<file path="src/rtl/imem_loader.sv">
// Byte-stream program loader: takes a 32-bit little-endian length followed by
// the payload, packs it into 32-bit words and writes them to instruction memory.
module imem_loader #(
  parameter int          ADDRESS_WIDTH = 32,
  parameter int unsigned BASE_ADDR     = 0,
  parameter int unsigned MAX_BYTES     = 4096
) (
  input  logic                     clk,
  input  logic                     rst_n,
  input  logic                     start,
  input  logic                     in_valid,
  input  logic [7:0]               in_data,
  output logic                     in_ready,
  output logic                     we,
  output logic [ADDRESS_WIDTH-1:0] WA,
  output logic [31:0]              WD,
  output logic                     busy,
  output logic                     done,
  output logic                     err,
  output logic                     cpu_hold
);

  typedef enum logic [2:0] {
    IDLE,
    LEN,
    LOAD,
    WRITE,
    DONE,
    ERR
  } state_t;

  state_t                   state_q, state_d;
  logic [1:0]               len_cnt_q;
  logic [31:0]              len_q;
  logic [31:0]              rcv_q;
  logic [31:0]              word_q;
  logic [ADDRESS_WIDTH-1:0] wptr_q;

  logic        xfer;
  logic [31:0] len_full;
  logic [31:0] rcv_next;

  assign in_ready = (state_q == LEN) || (state_q == LOAD);
  assign xfer     = in_valid && in_ready;
  // The 4th length byte is still on in_data when the next state is chosen.
  assign len_full = {in_data, len_q[23:0]};
  assign rcv_next = rcv_q + 32'd1;

  assign we       = (state_q == WRITE);
  assign WA       = we ? wptr_q : '0;
  assign WD       = we ? word_q : '0;
  assign busy     = (state_q == LEN) || (state_q == LOAD) || (state_q == WRITE);
  assign done     = (state_q == DONE);
  assign err      = (state_q == ERR);
  assign cpu_hold = busy;

  // NOTE: every always_comb target gets a default before the case so no path
  // leaves it unassigned, which would otherwise infer a latch.
  always_comb begin
    state_d = state_q;
    case (state_q)
      IDLE, DONE, ERR: begin
        if (start) state_d = LEN;
      end
      LEN: begin
        if (xfer && (len_cnt_q == 2'd3)) begin
          if (len_full == 32'd0)           state_d = DONE;
          else if (len_full > MAX_BYTES)   state_d = ERR;
          else                             state_d = LOAD;
        end
      end
      LOAD: begin
        if (xfer && ((rcv_q[1:0] == 2'd3) || (rcv_next == len_q))) state_d = WRITE;
      end
      WRITE: begin
        state_d = (rcv_q < len_q) ? LOAD : DONE;
      end
      default: state_d = IDLE;
    endcase
  end

  // NOTE: sequential state uses non-blocking assignments so every register
  // samples pre-edge values regardless of statement order.
  always_ff @(posedge clk) begin
    if (!rst_n) state_q <= IDLE;
    else        state_q <= state_d;
  end

  always_ff @(posedge clk) begin
    if (!rst_n) begin
      len_cnt_q <= 2'd0;
      len_q     <= 32'd0;
      rcv_q     <= 32'd0;
      word_q    <= 32'd0;
      wptr_q    <= '0;
    end else begin
      case (state_q)
        IDLE, DONE, ERR: begin
          if (start) begin
            len_cnt_q <= 2'd0;
            len_q     <= 32'd0;
            rcv_q     <= 32'd0;
            word_q    <= 32'd0;
            wptr_q    <= ADDRESS_WIDTH'(BASE_ADDR);
          end
        end
        LEN: begin
          if (xfer) begin
            len_q[{len_cnt_q, 3'b000} +: 8] <= in_data;
            len_cnt_q                       <= len_cnt_q + 2'd1;
          end
        end
        LOAD: begin
          if (xfer) begin
            word_q[{rcv_q[1:0], 3'b000} +: 8] <= in_data;
            rcv_q                             <= rcv_next;
          end
        end
        WRITE: begin
          // Clearing here leaves unfilled lanes of a short final word at zero.
          wptr_q <= wptr_q + ADDRESS_WIDTH'(4);
          word_q <= 32'd0;
        end
        default: ;
      endcase
    end
  end

endmodule
</file>
<file path="config.mk">
export PLATFORM = sky130hd
export DESIGN_NAME = imem_loader
export DESIGN_NICKNAME = d
export VERILOG_FILES = /design/src/rtl/imem_loader.sv
export SDC_FILE = /design/constraint.sdc
export NUM_CORES = 1
export LEC_CHECK = 0
export BUFFER_PORTS_ARGS = -buffer_cell sky130_fd_sc_hd__buf_2
export CAP_MARGIN = 20
export CORE_MARGIN = 2
export CORE_UTILIZATION = 53
export CTS_CLUSTER_SIZE = 10
export DETAILED_ROUTE_END_ITERATION = 8
export PLACE_DENSITY = 0.73
export SLEW_MARGIN = 20
export SYNTH_ARGS = -nofsm -noshare
export SYNTH_HDL_FRONTEND = slang
export SYNTH_SLANG_ARGS = --single-unit
</file>
<file path="constraint.sdc">
create_clock -name clk -period 3.5 [get_ports clk]
set_input_delay 0.7 -clock clk [delete_from_list [all_inputs] [get_ports clk]]
set_output_delay 0.7 -clock clk [all_outputs]
set_load 0.05 [all_outputs]
</file>
**Word level (Yosys, flattened, before mapping)**

Index checks and enable logic that the tools add are counted.

- Register bits: 133
- Input port bits: 12
- Logic and storage cells: 70

- Order comparisons: 2
- Add/subtract/negate cells: 5
- Reduce and logical (&&, ||, !) cells: 18
- Mux-type cells: 22
- Eq/ne operators: 13
- Shift operators: 4

Operators by type and width:

| cell | count |
|---|---|
| 32-bit two-way mux | 6 |
| 32-bit case mux with 2 select lines | 3 |
| 32-bit case mux with 3 select lines | 1 |
| 32-bit bitwise mux | 2 |
| 8-bit by 7-bit variable shift with 32-bit output, first input constant | 2 |
| 8-bit by 7-bit variable part select with 32-bit output | 2 |
| 32-bit by 1-bit adder with 32-bit output, second input constant | 1 |
| 32-bit by 3-bit adder with 32-bit output, second input constant | 1 |
| 32-bit equality test | 1 |
| 32-bit by 13-bit > comparator with 1-bit output, second input constant | 1 |
| 32-bit zero test | 1 |
| 32-bit < comparator | 1 |
| 3-bit two-way mux | 6 |
| 5-bit negation with 7-bit output | 2 |
| 3-bit case mux with 4 select lines | 1 |
| 3-bit AND reduction | 4 |
| 3-bit by 2-bit equality test with 1-bit output, second input constant | 2 |
| 3-bit equality test, second input constant | 2 |
| 2-bit != test, second input constant | 3 |
| 2-bit nonzero test | 3 |
| 2-bit equality test, second input constant | 2 |
| 2-bit two-way mux | 2 |
| 2-bit by 1-bit != test with 1-bit output, second input constant | 2 |
| 2-bit case mux with 2 select lines | 1 |
| 8 further kinds | 12 |

**Depth between registers and ports, before layout**

Gate-level depths: netlist of run 1.

- Depth in word-level cells: 6
- Mapped depth: 12
- Mapped depth without buffers: 10

**Least setup slack after synthesis of run 1**

Ideal clock, no wire load.

- Path kind: register to register
- Start point: register rcv_q[1]
- End point: register state_q[0]
- Period minus slack after synthesis: 3.230 ns
- Library setup time: 0.103 ns
- Required time: 3.397 ns
- Slack: 0.270 ns
- Stages on the path, launching flop included: 12
- Arrival: 3.127 ns
- Cell sequence: dfxtp_1 > ha_1 > and4_1 > clkbuf_1 > and3_1 > buf_2 > a21oi_1 > or4b_2 > a221o_2 > a2111oi_4 > a311oi_1 > a2111oi_2

- Longest elaborated chain between the ends: 6
- Elaborated cells between the ends (all ways): 7
- Those cells by class: 1 x add/sub; 3 x eq/ne; 3 x reduce/logical

Ends and longest elaborated chain:

| element | line | RTL |
|---|---|---|
| from (decl) | 35 | `logic [31:0] rcv_q;` |
| from (signal assigned) | 116 | `rcv_q <= rcv_next;` |
| 32-bit by 1-bit adder with 32-bit output | 47 | `assign rcv_next = rcv_q + 32'd1;` |
| 32-bit equality test | 73 | `if (xfer && ((rcv_q[1:0] == 2'd3) \|\| (rcv_next == len_q))) state_d = WRITE;` |
| 1-bit logical OR * | 73 |  |
| 1-bit logical AND * | 73 |  |
| 2-bit by 1-bit != test with 1-bit output (no source line) * | - |  |
| 3-bit AND reduction (no source line) * | - |  |
| to (signal assigned) | 86 | `else state_q <= state_d;` |
| to (decl) | 32 | `state_t state_q, state_d;` |

Mark *: on every way between the ends. The rest lies on a longest branch, timed or not.
A chain may end at the register's enable or synchronous reset.

**Worst setup path in the final report of run 1**

- Start point: register rcv_q[3]
- End point: register state_q[0]

- Longest elaborated chain between the ends: 6

Ends and longest elaborated chain:

| element | line |
|---|---|
| 32-bit by 1-bit adder with 32-bit output | 47 |
| 32-bit equality test | 73 |
| 1-bit logical OR | 73 |
| 1-bit logical AND | 73 |
| 2-bit by 1-bit != test with 1-bit output (no source line) | - |
| 3-bit AND reduction (no source line) | - |

No other way between the ends.

==> impl_summary.txt, run 1 <==
----------------------------------------------------
[Power and ir drop]
  IR drop worst, VDD ... 0.686 mV
  Pwr dens ... 490 mW/mm^2
  Pwr Total ... 4.65 mW
  Total leakage power ... 3.85 nW

[Run status]
  Outcome ... finished clean

[Place]
  Worst slack at placement ... 0.251 ns
  IO Port Bufs ... 79
  Placed Instances ... 1351
  Hpwl dp ... 16.9 mm
  Final Wtd Congestion ... 0.917
  Total placed instance area ... 0.00891 mm^2

[Detailed routing]
  Number of detailed-routing iterations run before antenna repair ... 5
  Number of vias per cell after detailed routing ... 6.18
  Remaining routing DRC violations ... 0
  Routed length per instance ... 17.8 um
  Detailed Route WL ... 24.6 mm
  Count of antenna-violating nets left after detailed routing ... 0
  1st-iter DRT viols ... 843
  Via count ... 8547

[Floorplanning]
  Number of rows created at floorplan ... 45
  Vertical die dimension ... 130 um
  Die area ... 0.0168 mm^2
  Top Ports ... 82
  Core outline area ... 0.0153 mm^2
  Initial core utilization ... 0.547
  Die Wd ... 130 um

[Hold path]
  Worst hold path class ... reg -> reg

[Clock network]
  Gates resized, CTS repair ... 0
  Number of clock buffers inserted by TritonCTS ... 17
  H-tree level count ... 4
  CTS Hold Bufs ... 0
  Source-to-sink clock delay at the later pin of the worst-skew pair ... 0.43 ns
  Post-CTS Setup Inserts ... 0
  Clk root buf ... sky130_fd_sc_hd__clkbuf_16
  TritonCTS clock tree ... yes
  Sinks on Clock Net ... 131
  Largest buffer count on any clock path ... 2
  Clock slew seen by the registers of the worst setup and hold paths ... 0.06 ns

[Yosys]
  Mean instance size in the synthesized netlist ... 7.58 um^2
  Number of flops mapped to enable cells by yosys ... 0
  Synthesized cell area ... 0.00838 mm^2
  Proportion of synthesized flip-flops having asynchronous set or reset ... 0
  Netlist cell types ... 80
  Post-synthesis cell count ... 1105
  Register bit count reported by yosys ... 131
  Count of synthesis-stage warnings from yosys ... 0
  Prevailing post-synth register cell ... sky130_fd_sc_hd__dfxtp_1
  Part of the Yosys area used for sequential elements ... 0.313

[Finish]
  Final net count ... 1214
  Fraction of layout cells with a size suffix above 1 ... 0.159
  Most common cell after layout, fill and taps aside ... sky130_fd_sc_hd__dfxtp_1
  Post-layout instance count excluding filler cells ... 1382
  Diodes inserted ... 0
  Commonest cells after routing, fill and taps aside ... 130 x sky130_fd_sc_hd__dfxtp_1, 122 x sky130_fd_sc_hd__nor2_1, 96 x sky130_fd_sc_hd__nand2_1, 94 x sky130_fd_sc_hd__a21oi_1, 79 x sky130_fd_sc_hd__buf_2
  Relative area change from synthesis to final layout ... 13.1%
  Final Core Density ... 0.619
  Post-route standard cell area excluding fillers ... 0.00948 mm^2

[STA]
  Total negative slack ... 0 ns
  Worst path setup slack after routing ... 0.172 ns
  Slew of the pin with the lowest slew margin ... 0.790 ns
  Post-route minimum period ... 3.33 ns
  Fmax achieved ... 300 MHz
  Max-slew violation total from the final report ... 0
  Hold Slack ... 0.448 ns
  Portion of the clock cycle consumed by the worst path in the final layout ... 0.951
  RSZ-0062 raised after global routing ... false
  Slew margin rel. ... 0.472
  Post-Route Skew ... 0.00926 ns
  Endpoints failing setup ... 0
  Hold Fails Final Rpt ... 0

[Job]
  Max-capacitance violation count ... 0

[Setup path]
  Crit end category ... flop
  Worst Setup Path Type ... reg -> reg
  Startpoint types ... flop
  Flop2flop setup slack ... 0.17 ns
  Maximum fanout encountered on the critical timing path ... 8
  Critical Path AT ... 3.65 ns
  Worst endpoint required time ... 3.82 ns

[Global route]
  Initial antenna violation count ... 0
  All-Layer GR Usage ... 0.297
  Maximum number of pins on one net before global-route repair ... 62
  Total grt overflow ... 0
  Global-route wire length before repair ... 39.6 mm
  Via count of the first global-routing pass ... 7734

----------------------------------------------------
==> layout make-up <==
type                    count  area, um^2
clock inverters            13         125
clock buffers              18         429
fillers                  1418        5840
repair buffers            117         681
well taps                 211         264
multi-input cells         846        5180
inverters                  46         174
flip-flops and latches    131        2620
==> where the power goes <==
| part | total [mW] | internal [mW] | switching [mW] |
|---|---|---|---|
| clock network | 1.71 | 0.983 | 0.727 |
| registers | 1.61 | 1.53 | 0.0850 |
| logic | 1.32 | 0.346 | 0.976 |
==> synthesized netlist by cell type, types with 3 or more instances <==
library cell                 n  area (um^2)
sky130_fd_sc_hd__a211oi_1    6         45.0
sky130_fd_sc_hd__a21o_1      3         22.5
sky130_fd_sc_hd__a21oi_1    94          470
sky130_fd_sc_hd__a22oi_1    44          330
sky130_fd_sc_hd__a311oi_1   10         87.6
sky130_fd_sc_hd__a31o_2      6         52.6
sky130_fd_sc_hd__a31oi_1     9         56.3
sky130_fd_sc_hd__and2_1      7         43.8
sky130_fd_sc_hd__and3_1     71          444
sky130_fd_sc_hd__and4_1      7         61.3
sky130_fd_sc_hd__and4_2      3         30.0
sky130_fd_sc_hd__buf_1       6         22.5
sky130_fd_sc_hd__buf_2       5         25.0
sky130_fd_sc_hd__buf_4       6         45.0
sky130_fd_sc_hd__clkbuf_1   56          210
sky130_fd_sc_hd__clkbuf_8    5         68.8
sky130_fd_sc_hd__dfxtp_1   131         2620
sky130_fd_sc_hd__ha_1       43          538
sky130_fd_sc_hd__inv_1      45          169
sky130_fd_sc_hd__mux2i_1     3         30.0
sky130_fd_sc_hd__nand2_1    96          360
sky130_fd_sc_hd__nand2b_1    4         25.0
sky130_fd_sc_hd__nand3_1    66          330
sky130_fd_sc_hd__nand4_1    27          169
sky130_fd_sc_hd__nand4b_1    3         26.3
sky130_fd_sc_hd__nor2_1    122          458
sky130_fd_sc_hd__nor2b_1     7         43.8
sky130_fd_sc_hd__nor3_1     19         95.1
sky130_fd_sc_hd__nor4_1     19          119
sky130_fd_sc_hd__nor4_2      3         37.5
sky130_fd_sc_hd__o211ai_1    7         52.6
sky130_fd_sc_hd__o21a_1      4         30.0
sky130_fd_sc_hd__o21ai_0    51          255
sky130_fd_sc_hd__o21ai_1     4         20.0
sky130_fd_sc_hd__o31ai_1     4         30.0
sky130_fd_sc_hd__or2_2       8         50.1
sky130_fd_sc_hd__or3_1       9         56.3
sky130_fd_sc_hd__or4_1       4         30.0
sky130_fd_sc_hd__xnor2_1    23          201
sky130_fd_sc_hd__xor2_1     14          123
==> cell families (layout without fill, tap and decap cells) <==
kind of cell    Yosys count  after routing  synth area share
xor+xnor                 37             37            0.0387
compound gates          262            262             0.198
mux                       5              5           0.00627
simple gates            497            497             0.308
other cells               1              2          0.000448
flops                   131            131             0.313
buf+inv                 129            194            0.0712
fa+ha+maj                43             43            0.0642
==> metal layers <==
metal	track usage	part of all wire	vias up
met2	0.452	0.45	334
met1	0.413	0.46	4045
met3	0.0590	0.071	58
li1	-	-	4110
met4	0.121	0.025	0
met5	0	0	-
==> flip-flops by register name (all words and copies together) (netlist names) <==
name,count
len_q,32
len_cnt_q,2
state_q,3
rcv_q,32
wptr_q,30
word_q,32
==> worst paths after layout <==
check	end	cells after the start	from
worst max-delay path	state_q[0]	9	rcv_q[3]
worst min-delay path	word_q[4]	2	word_q[4]
worst max register to register	state_q[0]	9	rcv_q[3]
worst min register to register	word_q[4]	2	word_q[4]
==> worst max-delay path, cell delays in order (launching register included) <==
cell and delay [ns]:
sky130_fd_sc_hd__dfxtp_1 0.45, sky130_fd_sc_hd__nand4_1 0.37, sky130_fd_sc_hd__nor4_2 0.47, sky130_fd_sc_hd__a31o_2 0.23, sky130_fd_sc_hd__nand4b_1 0.09, sky130_fd_sc_hd__or4_2 0.67, sky130_fd_sc_hd__nor4_1 0.30, sky130_fd_sc_hd__buf_4 0.18
sky130_fd_sc_hd__a311oi_1 0.10, sky130_fd_sc_hd__a2111oi_2 0.35
Note: power is estimated with default switching activity, not from simulation.
==> inputs of run 2 (changes only) <==
--- a/config.mk
+++ b/config.mk
@@ -12,6 +12,7 @@
 export CTS_CLUSTER_SIZE = 10
 export DETAILED_ROUTE_END_ITERATION = 8
 export PLACE_DENSITY = 0.73
+export SETUP_SLACK_MARGIN = 0.2
 export SLEW_MARGIN = 20
 export SYNTH_ARGS = -nofsm -noshare
 export SYNTH_HDL_FRONTEND = slang
==> run 2 against run 1 <==
Sequential power about the same. Clock skew increased by 0.00075 ns. Count of clock-buffer cells in the layout unchanged. Die area unchanged. Hold slack about the same.
==> impl_summary.txt, run 2 (synthesis gave the netlist of run 1 again) <==
----------------------------------------------------
[Run status]
  Outcome ... finished clean

[STA]
  Post-Route Skew ... 0.0100 ns (+0.000749 ns)
  Slew of the pin with the lowest slew margin ... 0.768 ns (-0.0221 ns)
  Max-slew violation total from the final report ... 0 (unchanged)
  Hold Slack ... 0.448 ns (+0.0000160 ns)
  Portion of the clock cycle consumed by the worst path in the final layout ... 0.904 (-0.0474)
  Fmax achieved ... 316 MHz (+5.2%)
  Slew margin rel. ... 0.487 (+0.0148)
  Total negative slack ... 0 ns (unchanged)
  RSZ-0062 raised after global routing ... false
  Endpoints failing setup ... 0 (unchanged)
  Hold Fails Final Rpt ... 0 (unchanged)
  Post-route minimum period ... 3.16 ns (-0.166 ns)

[Place]
  Hpwl dp ... 16.9 mm (unchanged)
  IO Port Bufs ... 79 (unchanged)
  Placed Instances ... 1351 (unchanged)
  Final Wtd Congestion ... 0.917 (unchanged)

[Setup path]
  Worst Setup Path Type ... reg -> reg
  Startpoint types ... flop
  Highest-delay cell along the critical path ... sky130_fd_sc_hd__or4_4
  R2R Path End ... state_q[0]
  Crit end category ... flop
  Maximum fanout encountered on the critical timing path ... 7 (-1)
  Flop2flop setup slack ... 0.34 ns (+0.17 ns)
  Delay of the slowest critical-path stage ... 0.59 ns (-0.08 ns)
  Cells along the critical path ... nand3_2 -> or4_4 -> or4_4 -> or2_0 -> a31o_2 -> a2111oi_4 -> a311oi_1 -> a2111oi_2
  Crit path top cell by count ... sky130_fd_sc_hd__or4_4
  Buffers & Inverters on Critical Path ... 0 (-1)
  Cell class contributing the biggest share of worst-path delay ... simple AND/OR/NAND/NOR gates
  Worst endpoint required time ... 3.82 ns (about the same)
  RR Startpoint ... rcv_q[12]
  Worst R2R Path Depth ... 8 (-1)
  Critical Path AT ... 3.48 ns (-0.17 ns)

[Clock network]
  Sinks on Clock Net ... 131 (unchanged)
  Number of clock buffers inserted by TritonCTS ... 17 (unchanged)
  H-tree level count ... 4 (unchanged)
  Clk root buf ... sky130_fd_sc_hd__clkbuf_16
  TritonCTS clock tree ... yes
  Clock slew seen by the registers of the worst setup and hold paths ... 0.06 ns (about the same)
  Largest buffer count on any clock path ... 2 (unchanged)
  Source-to-sink clock delay at the later pin of the worst-skew pair ... 0.43 ns (about the same)

[Floorplanning]
  Vertical die dimension ... 130 um (unchanged)
  Die Wd ... 130 um (unchanged)
  Number of rows created at floorplan ... 45 (unchanged)
  Core outline area ... 0.0153 mm^2 (unchanged)
  Initial core utilization ... 0.547 (unchanged)
  Top Ports ... 82 (unchanged)
  Die area ... 0.0168 mm^2 (unchanged)

[Finish]
  Relative area change from synthesis to final layout ... 13.9%
  Diodes inserted ... 0 (unchanged)
  Biggest regs ... len_q x32, rcv_q x32, word_q x32
  Fraction of layout cells with a size suffix above 1 ... 0.171 (+0.0122)
  Final Core Density ... 0.623 (+0.00449)
  Post-layout instance count excluding filler cells ... 1386 (+0.29%)
  Commonest cells after routing, fill and taps aside ... 122 x sky130_fd_sc_hd__nor2_1, 122 x sky130_fd_sc_hd__dfxtp_1, 96 x sky130_fd_sc_hd__nand2_1, 94 x sky130_fd_sc_hd__a21oi_1, 79 x sky130_fd_sc_hd__buf_2
  Final net count ... 1218 (+0.33%)

[Hold path]
  Worst hold path endpoint ... word_q[4]
  Min-delay src ... word_q[4]
  Number of cells on the worst hold path ... 2 (unchanged)
  Worst hold path class ... reg -> reg

[Detailed routing]
  Via count ... 8591 (+0.51%)
  Number of detailed-routing iterations run before antenna repair ... 6 (+1)
  1st-iter DRT viols ... 810 (-3.9%)
  Number of vias per cell after detailed routing ... 6.20 (+0.22%)
  Detailed Route WL ... 24.7 mm (+0.46%)
  Count of antenna-violating nets left after detailed routing ... 0 (unchanged)
  Remaining routing DRC violations ... 0 (unchanged)
  Routed length per instance ... 17.8 um (+0.17%)

[Global route]
  Global-route wire length before repair ... 39.6 mm (unchanged)
  Initial antenna violation count ... 0 (unchanged)
  Maximum number of pins on one net before global-route repair ... 62 (unchanged)
  Via count of the first global-routing pass ... 7734 (unchanged)
  All-Layer GR Usage ... 0.297 (unchanged)
  Total grt overflow ... 0 (unchanged)

[Job]
  Max-capacitance violation count ... 0 (unchanged)

[Power and ir drop]
  Total leakage power ... 3.90 nW (+1.4%)
  IR drop worst, VDD ... 0.686 mV (about the same)
  Pwr dens ... 486 mW/mm^2 (-0.96%)

----------------------------------------------------
-- run 2: layer usage --
metal / wire length (um) / GRT usage / vias to the layer above / part of all wire
li1: - / - / 4122 / -
met1: 11200 / 0.413 / 4048 / 0.45
met2: 11100 / 0.452 / 364 / 0.45
met3: 1850 / 0.0590 / 57 / 0.075
met4: 638 / 0.121 / 0 / 0.026
met5: 0 / 0 / - / 0
-- run 2: what timing repair did --
action,CTS,global route
gates resized for setup,0,15
setup buffers,0,4
hold buffers,0,0
endpoints found under the setup margin,0,3
-- run 2: worst max-delay path by stage --
stage                         start    endpoint  cells after the start
after floorplan            rcv_q[1]  state_q[0]                     11
after global placement     rcv_q[3]  state_q[0]                      9
after detailed placement   rcv_q[3]  state_q[0]                      9
after CTS                  rcv_q[3]  state_q[0]                      9
after global routing       rcv_q[3]  state_q[0]                     10
final                     rcv_q[12]  state_q[0]                      8
-- run 2: final cells by class --
type | instances | area [um^2]
fill | 1403 | 5770
multi-input combinational | 846 | 5210
sequential | 131 | 2630
timing repair buffer | 121 | 711
clock buffer | 18 | 429
tap | 211 | 264
inverter | 46 | 174
clock inverter | 13 | 125
-- run 2: power by group --
group          internal (mW)  total (mW)  switching, mW
Sequential              1.53        1.61         0.0842
Combinational          0.346        1.32          0.970
Clock                  0.983        1.71          0.723
Total                   2.86        4.64           1.78
-- run 2: metrics by stage --
stage,worst slack (ns),instance area [um^2],power [mW]
after detailed placement,0.251,8910,2.94
after floorplan,0.270,8380,2.56
after CTS,0.225,9470,4.63
after global placement,0.305,8910,2.92
after global routing,0.190,9540,4.86
final,0.338,9540,4.64
-- run 2: worst register-to-register path, stage by stage (launching register included) --
cell and delay [ns]:
sky130_fd_sc_hd__dfxtp_2 0.40, sky130_fd_sc_hd__nand3_2 0.16, sky130_fd_sc_hd__or4_4 0.59, sky130_fd_sc_hd__or4_4 0.54, sky130_fd_sc_hd__or2_0 0.21, sky130_fd_sc_hd__a31o_2 0.26, sky130_fd_sc_hd__a2111oi_4 0.39, sky130_fd_sc_hd__a311oi_1 0.17
sky130_fd_sc_hd__a2111oi_2 0.35
